`src/rtl/manta_fetch_if.sv`:
```
// Fetch-stage bus bundle: instruction-memory read port, execute redirect and the
// {pc, instruction} handshake towards decode.
interface manta_fetch_if #(
   parameter int ADDR_W = 16,
   parameter int INST_W = 16
);
   logic              imem_en;
   logic [ADDR_W-1:0] imem_addr;
   logic [INST_W-1:0] imem_rdata;
   logic              redirect_valid;
   logic [ADDR_W-1:0] redirect_pc;
   logic              inst_valid;
   logic              inst_ready;
   logic [INST_W-1:0] inst_data;
   logic [ADDR_W-1:0] inst_pc;

   modport master (
      output imem_en, imem_addr, inst_valid, inst_data, inst_pc,
      input  imem_rdata, redirect_valid, redirect_pc, inst_ready
   );

   modport slave (
      input  imem_en, imem_addr, inst_valid, inst_data, inst_pc,
      output imem_rdata, redirect_valid, redirect_pc, inst_ready
   );
endinterface

```
`src/rtl/manta_fetch.sv`:
```
// Instruction fetch: owns the PC, reads a 1-cycle-latency instruction memory and
// buffers {pc, word} pairs in a small FIFO feeding decode; redirects flush everything.
module manta_fetch #(
   parameter int                ADDR_W     = 16,
   parameter int                INST_W     = 16,
   parameter int                FIFO_DEPTH = 2,
   parameter logic [ADDR_W-1:0] RESET_PC   = '0
) (
   input logic           clk,
   input logic           rst,
   manta_fetch_if.master bus
);
   localparam int PTR_W = (FIFO_DEPTH > 1) ? $clog2(FIFO_DEPTH) : 1;
   localparam int CNT_W = PTR_W + 2;

   typedef enum logic [1:0] {BOOT, RUN, KILL} state_t;

   state_t            state;
   state_t            state_next;
   logic [ADDR_W-1:0] pc;
   logic              issue;
   logic              push;
   logic              pop;
   logic [CNT_W-1:0]  occupancy;

   logic              vld_p1;
   logic [ADDR_W-1:0] addr_p1;

   logic [ADDR_W-1:0] fifo_pc   [FIFO_DEPTH];
   logic [INST_W-1:0] fifo_data [FIFO_DEPTH];
   logic [PTR_W-1:0]  rd_ptr;
   logic [PTR_W-1:0]  wr_ptr;
   logic [CNT_W-1:0]  count;

   // A pop this cycle frees a slot before the new request's word lands, which is
   // what sustains one instruction per cycle with only two entries.
   assign pop       = bus.inst_valid && bus.inst_ready;
   assign occupancy = count + CNT_W'(vld_p1) - CNT_W'(pop);

   always_comb begin
      state_next = state;
      issue      = 1'b0;
      case (state)
         BOOT: state_next = RUN;
         RUN, KILL: begin
            state_next = RUN;
            if (bus.redirect_valid) begin
               if (vld_p1) state_next = KILL;
            end else begin
               issue = (occupancy < CNT_W'(FIFO_DEPTH));
            end
         end
         default: state_next = BOOT;
      endcase
      if (rst) issue = 1'b0;
   end

   // Response word is written unless a redirect (or KILL) discards it.
   assign push = vld_p1 && !bus.redirect_valid && (state != KILL);

   assign bus.imem_en    = issue;
   assign bus.imem_addr  = pc;
   assign bus.inst_valid = (count != '0) && !rst;
   assign bus.inst_data  = fifo_data[rd_ptr];
   assign bus.inst_pc    = fifo_pc[rd_ptr];

   always_ff @(posedge clk) begin
      if (rst) begin
         state  <= BOOT;
         pc     <= RESET_PC;
         vld_p1 <= 1'b0;
         rd_ptr <= '0;
         wr_ptr <= '0;
         count  <= '0;
      end else begin
         state  <= state_next;
         vld_p1 <= issue;
         if (bus.redirect_valid) begin
            pc     <= bus.redirect_pc;
            rd_ptr <= '0;
            wr_ptr <= '0;
            count  <= '0;
         end else begin
            if (issue) pc     <= pc + ADDR_W'(1);
            if (push)  wr_ptr <= wr_ptr + PTR_W'(1);
            if (pop)   rd_ptr <= rd_ptr + PTR_W'(1);
            count <= count + CNT_W'(push) - CNT_W'(pop);
         end
      end
   end

   // Stage p1: address of the outstanding read, then the returned word into the FIFO.
   always_ff @(posedge clk) begin
      if (issue) addr_p1 <= pc;
      if (push) begin
         fifo_pc[wr_ptr]   <= addr_p1;
         fifo_data[wr_ptr] <= bus.imem_rdata;
      end
   end
endmodule

```
`src/flat_wrapper.sv`:
```
// flat-port wrapper written by rule: the top's interface ports become plain ports
module manta_fetch_flat 
#(
   parameter int                ADDR_W     = 16,
   parameter int                INST_W     = 16,
   parameter int                FIFO_DEPTH = 2,
   parameter logic [ADDR_W-1:0] RESET_PC   = '0
)
  (clk, rst, bus_imem_en, bus_imem_addr, bus_inst_valid, bus_inst_data, bus_inst_pc, bus_imem_rdata, bus_redirect_valid, bus_redirect_pc, bus_inst_ready);
  manta_fetch_if #(.ADDR_W(ADDR_W), .INST_W(INST_W)) bus_i ();
  input logic clk;
  input logic rst;
  output wire logic [$bits(bus_i.imem_en)-1:0] bus_imem_en;
  output wire logic [$bits(bus_i.imem_addr)-1:0] bus_imem_addr;
  output wire logic [$bits(bus_i.inst_valid)-1:0] bus_inst_valid;
  output wire logic [$bits(bus_i.inst_data)-1:0] bus_inst_data;
  output wire logic [$bits(bus_i.inst_pc)-1:0] bus_inst_pc;
  input wire logic [$bits(bus_i.imem_rdata)-1:0] bus_imem_rdata;
  input wire logic [$bits(bus_i.redirect_valid)-1:0] bus_redirect_valid;
  input wire logic [$bits(bus_i.redirect_pc)-1:0] bus_redirect_pc;
  input wire logic [$bits(bus_i.inst_ready)-1:0] bus_inst_ready;
  assign bus_imem_en = bus_i.imem_en;
  assign bus_imem_addr = bus_i.imem_addr;
  assign bus_inst_valid = bus_i.inst_valid;
  assign bus_inst_data = bus_i.inst_data;
  assign bus_inst_pc = bus_i.inst_pc;
  assign bus_i.imem_rdata = bus_imem_rdata;
  assign bus_i.redirect_valid = bus_redirect_valid;
  assign bus_i.redirect_pc = bus_redirect_pc;
  assign bus_i.inst_ready = bus_inst_ready;
  manta_fetch #(.ADDR_W(ADDR_W), .INST_W(INST_W), .FIFO_DEPTH(FIFO_DEPTH), .RESET_PC(RESET_PC)) u_core (.clk(clk), .rst(rst), .bus(bus_i));
endmodule
```
`config.mk`:
```
export PLATFORM = sky130hd
export DESIGN_NAME = manta_fetch_flat
export DESIGN_NICKNAME = d
export VERILOG_FILES = /design/src/rtl/manta_fetch_if.sv /design/src/rtl/manta_fetch.sv /design/src/flat_wrapper.sv
export SDC_FILE = /design/constraint.sdc
export NUM_CORES = 1
export LEC_CHECK = 0
export ABC_AREA = 1
export BUFFER_PORTS_ARGS = -buffer_cell sky130_fd_sc_hd__buf_2
export CELL_PAD_IN_SITES_DETAIL_PLACEMENT = 1
export CELL_PAD_IN_SITES_GLOBAL_PLACEMENT = 1
export CORE_ASPECT_RATIO = 1.2
export CORE_MARGIN = 2
export CORE_UTILIZATION = 30
export CTS_BUF_LIST = sky130_fd_sc_hd__clkbuf_2 sky130_fd_sc_hd__clkbuf_4 sky130_fd_sc_hd__clkbuf_8
export DETAILED_ROUTE_END_ITERATION = 10
export PLACE_DENSITY_LB_ADDON = 0.25
export SYNTH_ARGS = -nofsm -noshare
export SYNTH_HDL_FRONTEND = slang
export SYNTH_SLANG_ARGS = --single-unit
```
`constraint.sdc`:
```
create_clock -name clk -period 3.25 [get_ports clk]
set_input_delay 0.4875 -clock clk [delete_from_list [all_inputs] [get_ports clk]]
set_output_delay 0.4875 -clock clk [all_outputs]
set_load 0.02 [all_outputs]
```
==> impl_results.md, run 1 <==
- IO buf count: 85
- Critical path class: flip-flop to output pin
- Worst-margin pin slew: 0.4540 ns
- Clock Root Buffer: clkbuf_8
- Core area: 14350 sq um
- Largest net degree at the start of global routing: 33
- Final Hold Viols: 0
- Worst skew pair latency: 0.36 ns
- CP max stage cell: fa_1
- Worst-path fanout max: 3
- Dpl hpwl: 6813 microns
- Lkg Pwr: 2.070 nW
- First-pass DRT Iterations: 4
- Comb pwr share: 7.0%
- Nets@finish: 509
- IO Pins: 86
- Peak supply drop: 0.1414 mV
- Register area share after synthesis: 65.83%
- Critical R2R Launch: u_core.count[0]
- Synth top area share: 54.48%
- Ys flop type: edfxtp_1
- TritonCTS Buffers: 9
- Initial DRC count: 140
- Vias in the first global route: 3155
- # diodes: 0
- Clock power share: 31.5%
- Min-delay src: bus_imem_rdata[3]
- # clock sinks: 105
- Post-Place Worst Slack: 0.1988 ns
- Post-Syn Instances: 366
- WHS Path Cells: 1
- RePlAce Congestion: 0.7867
- Crit path cell chain: inv_1 > a31oi_2 > nand2_1 > inv_2 > ha_1 > or2_4 > fa_1 > nand2_1 > nor2_2 > nand3_2 > clkinvlp_4 > buf_6
- Finished Core Util: 37.00%
- PD cells: 458.8 nW/um^2
- Initial antenna violation count: 0
- Rel. slew slack: 69.73%
- DR vias/cell: 4.537
- Crit path from: u_core.count[0]
- Fin Clk Skew: 0.01293 ns
- Design area: 5311 sq um
- Avg Inst Size Synth: 12.05 sq um
- Final Setup Violations: 0
- Post-DP Area: 5072 sq um
- Routed len/inst: 15.27 microns
- Hold slack: 0.3123 ns
- EDFF count, synth: 80
- Sequential fraction of design power: 61.5%
- R2r endpoint: u_core.bus.imem_addr[4]
- DR DRC count: 0
- Hold Crit Class: input pin to flip-flop
- Final ANT Viol Nets: 0
- Flop-to-flop setup slack: 0.44 ns
- Top area cells in the synthesized netlist: edfxtp_1 (54%), dfxtp_1 (11%), mux2_2 (7.7%)
- R2R depth: 16
- Detailed-route wire length: 9832 microns
- P_int: 1.880 mW
- Final worst slack: 0.1447 ns
- CTS tree: done
- Clock slew at reported path FFs: 0.09 ns
- Ys async rst share: 0%
- Largest area contributor in the netlist: edfxtp_1
- Post-Layout Cell Count: 644
- Die area: 15690 sq um
- Final Power: 2.437 mW
- Setup TNS: 0 ns
- Placed cell count: 623
- Layout cells sized above 1: 35.18%
- Critical Path RT: 2.76 ns
- Critical Path Max Stage Delay: 0.47 ns
- Starting Density: 30.72%
- CTS Hold Buffers Added: 0
- Sw frac: 22.83%
- Clock Tree Buf Depth: 2
- Status: completed
- Sw power: 0.5564 mW
- Area delta synth->final: 20.46%
- Tcrit/Tclk final: 95.55%
- Routed vias: 2922
- Worst Setup End Kind: output pin
- Final slew viol count: 0
- Distinct cells, synth: 34
- Synth Register Bits: 105
- First-pass GRT wire length: 15700 microns
- H-tree levels: 3
- Startpoint Class: flip-flop
- Rows: 48
- GRT overflow: 0
- Warnings, synthesis: 0
- Die H: 136.8 microns
- Hold EP: u_core.fifo_data[1][3]
- Max frequency: 322.0 MHz
- Die X: 114.7 microns
- Minimum clock period: 3.105 ns
- GRT Util Overall: 13.00%
- Maxcap violations: 0
- Most frequent CP cell: nand2_1
- Area of the mapped netlist: 4409 sq um
- Mapped Nets: 411
- WP data arrival: 2.62 ns
[repair_timing]
action                     4_1_cts  5_1_grt
pin swaps                        2        3
setup endpoints to repair        1        1
gates resized for setup          5        4
setup buffers                    3        2
[flip-flops by register name (all words and copies together) (netlist names), named ones only]
name and cells:
u_core.fifo_pc 32, u_core.vld_p1 1, u_core.count 3, u_core.bus.imem_addr 16
u_core.wr_ptr 1, u_core.state 2, u_core.fifo_data 32, u_core.rd_ptr 1
u_core.addr_p1 16
[layout make-up]
cell class | instances | area, sq um
Sequential cell | 105 | 2909
Timing Repair Buffer | 97 | 521.8
Tap cell | 175 | 219.0
Clock buffer | 13 | 172.7
Inverter | 40 | 156.4
Multi-Input combinational cell | 211 | 1319
Fill cell | 1599 | 9042
Clock inverter | 3 | 13.76
[critical path, delay by kind of cell, from the launching register on]
kind / cells / cell delay [ns]
AOI/OAI and AO/OA: 1 / 0.21
adders and majority gates: 2 / 0.69
and+or+nand+nor: 5 / 0.62
DFF: 1 / 0.33
buffers and inverters: 4 / 0.41
[worst max-delay path by stage]
stage,endpoint,slack (ns)
final,bus_imem_en,0.14
after global routing,bus_imem_en,-0.01
after CTS,bus_imem_en,0.008
after detailed placement,bus_imem_en,0.20
after global placement,bus_imem_en,0.24
after floorplan,bus_imem_en,0.11
[cells in the mapped netlist, types with 2 or more instances]
library cell / n
nor2_1: 22
a21oi_1: 11
nand4_1: 3
nand3_1: 34
xor2_1: 4
inv_2: 2
nor3b_1: 2
o21ai_0: 4
nor2_2: 2
mux2_1: 2
ha_1: 7
nor3_1: 3
clkbuf_1: 2
buf_6: 2
edfxtp_1: 80
a21oi_2: 2
nand2_2: 2
buf_2: 5
nand2_1: 69
or2_2: 2
fa_1: 2
mux2_2: 30
dfxtp_1: 25
o21a_1: 3
inv_1: 37
[cells in the final DEF, fill, tap and decap left out, types with 4 or more instances in the layout]
| cell type | count |
|---|---|
| inv_1 | 34 |
| nand2_1 | 69 |
| edfxtp_1 | 80 |
| a21oi_1 | 11 |
| inv_2 | 4 |
| clkbuf_8 | 12 |
| nor2_1 | 20 |
| nand3_1 | 34 |
| dfxtp_1 | 22 |
| mux2_2 | 30 |
| o21ai_0 | 4 |
| ha_1 | 7 |
| xor2_1 | 4 |
| buf_2 | 84 |
| buf_4 | 12 |
[per-layer routing]
| layer | up-vias | part of all wire, % | global-route usage, % |
|---|---|---|---|
| met5 | - | 0 | 0 |
| met1 | 1405 | 43 | 15.26 |
| met4 | 0 | 1.6 | 4.878 |
| met2 | 63 | 51 | 23.21 |
| met3 | 11 | 4.1 | 2.746 |
| li1 | 1443 | - | - |
[kinds of logic after synthesis]
| family | after synthesis | synth area share (%) |
|---|---|---|
| buffers and inverters | 50 | 4.796 |
| xor gates and xnor gates | 5 | 0.9931 |
| DFF | 105 | 65.83 |
| and+or+nand+nor | 143 | 14.44 |
| muxes | 32 | 8.172 |
| adders and majority gates | 9 | 2.894 |
| AOI/OAI and AO/OA | 22 | 2.866 |
[power by group through the flow]
stage | clock [mW] | combinational [mW] | sequential (mW)
floorplan | 0 | 0.0877 | 1.54
global placement | 0 | 0.168 | 1.53
detailed placement | 0 | 0.173 | 1.53
CTS | 0.797 | 0.175 | 1.50
global route | 0.842 | 0.193 | 1.50
finish | 0.766 | 0.171 | 1.50
Power figures use the tool's default switching activity.
==> run 2: changes to the inputs <==
--- a/config.mk
+++ b/config.mk
@@ -11,10 +11,11 @@
 export CELL_PAD_IN_SITES_GLOBAL_PLACEMENT = 1
 export CORE_ASPECT_RATIO = 1.2
 export CORE_MARGIN = 2
-export CORE_UTILIZATION = 30
+export CORE_UTILIZATION = 45
 export CTS_BUF_LIST = sky130_fd_sc_hd__clkbuf_2 sky130_fd_sc_hd__clkbuf_4 sky130_fd_sc_hd__clkbuf_8
 export DETAILED_ROUTE_END_ITERATION = 10
 export PLACE_DENSITY_LB_ADDON = 0.25
+export SLEW_MARGIN = 40
 export SYNTH_ARGS = -nofsm -noshare
 export SYNTH_HDL_FRONTEND = slang
 export SYNTH_SLANG_ARGS = --single-unit
==> constraint.sdc (replaced) <==
create_clock -name clk -period 3.25 [get_ports clk]
set_input_delay 0.1625 -clock clk [delete_from_list [all_inputs] [get_ports clk]]
set_output_delay 0.1625 -clock clk [all_outputs]
set_load 0.02 [all_outputs]
==> run 2 against run 1 <==
Register-to-register slack better by 0.03 ns. Count of clock-buffer cells in the layout up 1. Wire length shrank 3.2%. Die area is 32% lower. Largest power group unchanged. Largest cell class unchanged. Sequential share of layout area fell by 1.6 points. Highest routed layer unchanged.
==> impl_results.md, run 2 (synthesis gave the netlist of run 1 again) <==
- Status: completed
- Maxcap violations: 0 (unchanged)
- Rows: 39 (-19%)
- Die H: 112.4 microns (-18%)
- Final Setup Violations: 0 (unchanged)
- GRT Util Overall: 19.25% (+6.2 points)
- Die X: 94.36 microns (-18%)
- # clock sinks: 105 (unchanged)
- Clock Tree Buf Depth: 2 (unchanged)
- Comb pwr share: 7.2% (+0.2 points)
- TritonCTS Buffers: 9 (unchanged)
- P_int: 2.064 mW (+9.7%)
- Initial DRC count: 54 (-61%)
- Post-DP Area: 5041 sq um (-0.62%)
- Fin Clk Skew: 0.01216 ns (-0.0007777 ns)
- Final Hold Viols: 0 (unchanged)
- Most frequent cells in the layout: buf_2 (84), edfxtp_1 (80), nand2_1 (69)
- First-pass DRT Iterations: 4 (unchanged)
- Max frequency: 327.2 MHz (+1.6%)
- # diodes: 0 (unchanged)
- Vias in the first global route: 3203 (+1.5%)
- Clock Root Buffer: clkbuf_8
- Dpl hpwl: 6680 microns (-2.0%)
- Final worst slack: 0.1941 ns (+0.04945 ns)
- Area delta synth->final: 24.01%
- Initial antenna violation count: 0 (unchanged)
- PD cells: 479.1 nW/um^2 (+4.4%)
- CTS tree: done
- H-tree levels: 3 (unchanged)
- Peak supply drop: 0.1907 mV (+35%)
- Critical path class: flip-flop to output pin
- Setup Buffers After CTS: 0 (-3)
- Final ANT Viol Nets: 0 (unchanged)
- Routed len/inst: 15.78 microns (+3.4%)
- Finished Core Util: 57.46% (+20 points)
- Lkg Pwr: 2.150 nW (+3.9%)
- WP data arrival: 2.89 ns (+0.27 ns)
- Core area: 9515 sq um (-34%)
- Worst-margin pin slew: 0.5767 ns (+0.1227 ns)
- Layout cells sized above 1: 32.92% (-2.3 points)
- Worst Setup End Kind: output pin
- Largest regs: u_core.fifo_data: 32 flops, u_core.fifo_pc: 32 flops
- Fill count: 1043 (-35%)
- Minimum clock period: 3.056 ns (-0.04945 ns)
- Setup TNS: 0 ns (unchanged)
- Post-Place Worst Slack: 0.2587 ns (+0.05991 ns)
- Most common cell after layout, fill and taps aside: buf_2
- Nets@finish: 520 (+2.2%)
- Post-Layout Cell Count: 603 (-6.4%)
- RSZ-0062 raised after global routing: false
- Final Power: 2.619 mW (+7.5%)
- Design area: 5468 sq um (+2.9%)
- Die area: 10610 sq um (-32%)
- DR DRC count: 0 (unchanged)
- DR vias/cell: 4.978 (+9.7%)
- Worst skew pair latency: 0.36 ns (about the same)
- Hold slack: 0.1022 ns (-0.2101 ns)
- Routed vias: 3002 (+2.7%)
- RePlAce Congestion: 0.7957 (+1.1%)
- Placed cell count: 571 (-8.3%)
- First-pass GRT wire length: 15660 microns (-0.26%)
- Sequential fraction of design power: 57.2% (-4.3 points)
- Largest net degree at the start of global routing: 33 (unchanged)
- Critical Path RT: 3.09 ns (+0.33 ns)
- Clock power share: 35.6% (+4.1 points)
- Startpoint Class: flip-flop
- Worst-path fanout max: 16 (+13)
- Sw frac: 21.22% (-1.6 points)
- Hold Crit Class: input pin to flip-flop
- Rel. slew slack: 61.46% (-8.3 points)
- Final slew viol count: 0 (unchanged)
- IO Pins: 86 (unchanged)
- GRT overflow: 0 (unchanged)
- Sw power: 0.5559 mW (about the same)
- Clock slew at reported path FFs: 0.10 ns (about the same)
- Tcrit/Tclk final: 94.03% (-1.5 points)
- Starting Density: 46.34% (+16 points)
- IO buf count: 85 (unchanged)
- Detailed-route wire length: 9518 microns (-3.2%)
==> run 2: cell count changes in the layout (fill, tap and decap cells not counted), sizes merged <==
cell         delta
buf             -5
bufinv          +2
clkbuf          +1
clkinv          -3
dlygate4sd3    +16
==> run 2: routing by layer <==
layer  up-vias  track usage (%)  part of all wire (%)
li1       1471                -                     -
met5         -                0                     0
met1      1449            22.56                    40
met3        13            3.423                   4.2
met2        69            34.90                    54
met4         0            6.957                   1.7
==> run 2: path summary, 6_finish.rpt <==
path	endpoint	slack [ns]	start	cells after the start
worst max-delay path	bus_imem_en	0.19	u_core.count[1]	13
worst min-delay path	u_core.bus.imem_addr[10]	0.10	bus_redirect_pc[10]	5
worst max register to register	u_core.bus.imem_addr[0]	0.47	u_core.count[1]	15
worst min register to register	u_core.fifo_pc[0][1]	0.45	u_core.addr_p1[1]	0
==> run 2: worst max-delay path, stage by stage (launching register included) <==
cell and delay, ns:
dfxtp_4 0.39, inv_1 0.08, a31oi_2 0.15, nand2_1 0.10
inv_1 0.09, ha_1 0.23, or2_2 0.30, fa_1 0.48
nand2_1 0.06, nor2_2 0.11, nand3_2 0.11, clkinvlp_4 0.12
buf_12 0.15, buf_4 0.15
==> run 2: power by group through the flow <==
stage | sequential (mW) | clock (mW) | combinational, mW
CTS | 1.50 | 0.947 | 0.188
global placement | 1.53 | 0 | 0.162
global route | 1.51 | 1.00 | 0.209
finish | 1.50 | 0.932 | 0.187
floorplan | 1.54 | 0 | 0.0876
detailed placement | 1.53 | 0 | 0.171
==> run 2: layout make-up <==
class	instances	area, sq um	share of cell area (%)
Timing Repair Buffer	108	693.2	12.68
Tap cell	123	153.9	2.815
Sequential cell	105	2908	53.18
Clock inverter	2	60.06	1.098
Multi-Input combinational cell	211	1316	24.07
Clock buffer	14	180.2	3.295
Inverter	40	156.4	2.860
==> run 2: timing repair <==
item                                    CTS  global route
hold buffers                             16             0
endpoints found under the setup margin    1             1
endpoints found under the hold margin    32             0
gates resized for setup                   3             5
pin swaps                                 0             2
==> run 3: changes to the inputs <==
--- a/config.mk
+++ b/config.mk
@@ -15,6 +15,7 @@
 export CTS_BUF_LIST = sky130_fd_sc_hd__clkbuf_2 sky130_fd_sc_hd__clkbuf_4 sky130_fd_sc_hd__clkbuf_8
 export DETAILED_ROUTE_END_ITERATION = 10
 export PLACE_DENSITY_LB_ADDON = 0.25
+export REMOVE_ABC_BUFFERS = 1
 export SLEW_MARGIN = 40
 export SYNTH_ARGS = -nofsm -noshare
 export SYNTH_HDL_FRONTEND = slang
==> run 3 against run 2 <==
Combinational power about the same. Utilization barely moved. Global-route usage fell by 1.1 points. Worst setup slack worse by 0.033 ns. Via count is 0.53% lower. First-iteration DRC count grew 46%. Hold slack barely moved. Final area barely moved. Critical endpoint unchanged. Wire length shrank 5.9%. Clock power fell by 7.9%. Sequential power hardly changed.
==> impl_results.md, run 3 (synthesis gave the netlist of run 1 again) <==
- Setup Buffers After CTS: 0 (unchanged)
- Final Power: 2.545 mW (-2.8%)
- Tcrit/Tclk final: 95.04% (+1.0 points)
- Fin Clk Skew: 0.01309 ns (+0.0009360 ns)
- CTS tree: done
- P_int: 1.983 mW (-3.9%)
- PD cells: 465.8 nW/um^2 (-2.8%)
- Fill count: 1032 (-1.1%)
- Max frequency: 323.7 MHz (-1.1%)
- Rows: 39 (unchanged)
- R2R depth: 12 (-3)
- Final ANT Viol Nets: 0 (unchanged)
- Largest regs: u_core.fifo_data: 32 flops, u_core.fifo_pc: 32 flops
- R2r endpoint: u_core.addr_p1[0]
- Worst-path fanout max: 13 (-3)
- Sw power: 0.5624 mW (+1.2%)
- Crit path from: u_core.count[1]
- Peak supply drop: 0.2879 mV (+51%)
- Critical Path RT: 3.09 ns (about the same)
- Layout cells sized above 1: 32.71% (-0.21 points)
- Status: completed
- Critical Path Max Stage Delay: 0.48 ns (about the same)
- Die X: 94.36 microns (unchanged)
- Starting Density: 46.34% (unchanged)
- # diodes: 0 (unchanged)
- Maxcap violations: 0 (unchanged)
- Nets@finish: 520 (unchanged)
- WP data arrival: 2.93 ns (+0.04 ns)
- Routed len/inst: 14.85 microns (-5.9%)
- DR DRC count: 0 (unchanged)
- CP max stage cell: fa_1
- Initial DRC count: 79 (+46%)
- Detailed-route wire length: 8953 microns (-5.9%)
- Most common cell after layout, fill and taps aside: buf_2
- Final Hold Viols: 0 (unchanged)
- GRT overflow: 0 (unchanged)
- Clock slew at reported path FFs: 0.10 ns (about the same)
- H-tree levels: 3 (unchanged)
- Worst-margin pin slew: 0.5155 ns (-0.06127 ns)
- Core area: 9515 sq um (unchanged)
- Crit path cell chain: inv_1 > a31oi_2 > nand2_1 > inv_1 > ha_1 > or2_2 > fa_1 > nand2_1 > nor2_2 > nand3_2 > inv_2 > buf_12 > buf_2
- RePlAce Congestion: 0.8214 (+3.2%)
- Sequential fraction of design power: 58.9% (+1.7 points)
- Clock Tree Buf Depth: 2 (unchanged)
- Clock Root Buffer: clkbuf_8
- IO buf count: 85 (unchanged)
- Area delta synth->final: 23.92% (about the same)
- DR vias/cell: 4.952 (-0.53%)
- Post-DP Area: 5042 sq um (about the same)
- Sw frac: 22.10% (+0.87 points)
- Area taken by multi-input logic gates: 1316 sq um (unchanged)
- Final Setup Violations: 0 (unchanged)
- First-pass GRT wire length: 14900 microns (-4.8%)
- Critical R2R Launch: u_core.count[1]
- First-pass DRT Iterations: 4 (unchanged)
- Design area: 5464 sq um (about the same)
- Minimum clock period: 3.089 ns (+0.03296 ns)
- Final slew viol count: 0 (unchanged)
- Critical path class: flip-flop to output pin
- CP endpoint: bus_imem_en
- WHS Path Cells: 5 (unchanged)
- IO Pins: 86 (unchanged)
- Largest net degree at the start of global routing: 33 (unchanged)
- Comb pwr share: 7.4% (+0.2 points)
- Die area: 10610 sq um (unchanged)
- Dpl hpwl: 6441 microns (-3.6%)
- Register area: 2907 sq um (about the same)
- Worst skew pair latency: 0.36 ns (about the same)
- Startpoint Class: flip-flop
- Die H: 112.4 microns (unchanged)
- Vias in the first global route: 3122 (-2.5%)
- Hold Crit Class: input pin to flip-flop
- Lkg Pwr: 2.140 nW (-0.44%)
- Routed vias: 2986 (-0.53%)
- Initial antenna violation count: 0 (unchanged)
- Clock power share: 33.7% (-1.9 points)
- TritonCTS Buffers: 9 (unchanged)
- # clock sinks: 105 (unchanged)
- Rel. slew slack: 65.55% (+4.1 points)
- Flop-to-flop setup slack: 0.42 ns (-0.05 ns)
- Most frequent cells in the layout: buf_2 (85), edfxtp_1 (80), nand2_1 (69)
- Worst Setup End Kind: output pin
- GRT Util Overall: 18.14% (-1.1 points)
-- run 3: cell types whose count changed in the layout (fill, tap and decap cells not counted), moves of 2 or more --
cell        previous run  this run
clkbuf_8              12         9
clkbuf_4               2         0
buf_4                  5         3
clkinvlp_4             1         4
-- run 3: critical path: cells and delay by family (launching register included) --
kind	cells	cell delay, ns
simple gates	5	0.67
fa+ha+maj	2	0.70
flops	1	0.39
buf+inv	5	0.61
compound gates	1	0.20
-- run 3: power by group through the flow --
stage | logic (mW) | clock network, mW | registers, mW
after floorplan | 0.0794 | 0 | 1.54
after global placement | 0.161 | 0 | 1.53
after detailed placement | 0.170 | 0 | 1.53
after CTS | 0.190 | 0.879 | 1.50
after global routing | 0.211 | 0.928 | 1.51
final | 0.188 | 0.858 | 1.50
-- run 3: final cells by class --
class                           instances  share of cell area (%)
Sequential cell                       105                   53.19
Multi-Input combinational cell        211                   24.09
Timing Repair Buffer                  108                   13.10
Tap cell                              123                   2.817
Inverter                               40                   2.794
Clock buffer                            9                   2.267
Clock inverter                          7                   1.740
-- run 3: worst min-delay path by stage --
stage | start | end
floorplan | rst | u_core.bus.imem_addr[0]
global placement | bus_imem_rdata[5] | u_core.fifo_data[0][5]
detailed placement | bus_imem_rdata[5] | u_core.fifo_data[1][5]
CTS | bus_imem_rdata[13] | u_core.fifo_data[0][13]
global route | bus_redirect_pc[7] | u_core.bus.imem_addr[7]
finish | bus_redirect_pc[8] | u_core.bus.imem_addr[8]
-- run 3: stage by stage --
| step | setup slack (ns) | instances | hold WS (ns) | utilization, % | TNS (ns) |
|---|---|---|---|---|---|
| 2_1_floorplan | -0.4320 | 356 | 0.2316 | - | -10.73 |
| 3_3_place_gp | 0.4557 | 568 | 0.3498 | 52.41 | 0 |
| 3_5_place_dp | 0.3219 | 570 | 0.3561 | 52.99 | 0 |
| 4_1_cts | 0.005332 | 602 | 0.0005550 | 57.23 | 0 |
| 5_1_grt | -0.0006195 | 603 | 0.1160 | 57.42 | -0.0006195 |
| 6_report | 0.1611 | 603 | 0.1020 | 57.42 | 0 |
-- run 3: per-layer routing --
layer / part of all wire (%) / track usage [%] / up-vias / wire, microns
li1: - / - / 1466 / -
met1: 42 / 22.09 / 1434 / 3728
met2: 52 / 31.86 / 74 / 4675
met3: 4.7 / 2.886 / 12 / 422
met4: 1.4 / 7.343 / 0 / 127
met5: 0 / 0 / - / 0
-- run 3: timing repair --
action,in CTS,in global routing
resized for setup,1,3
cloned,1,0
endpoints found under the hold margin,30,2
endpoints found under the setup margin,1,1
hold buffers,15,1
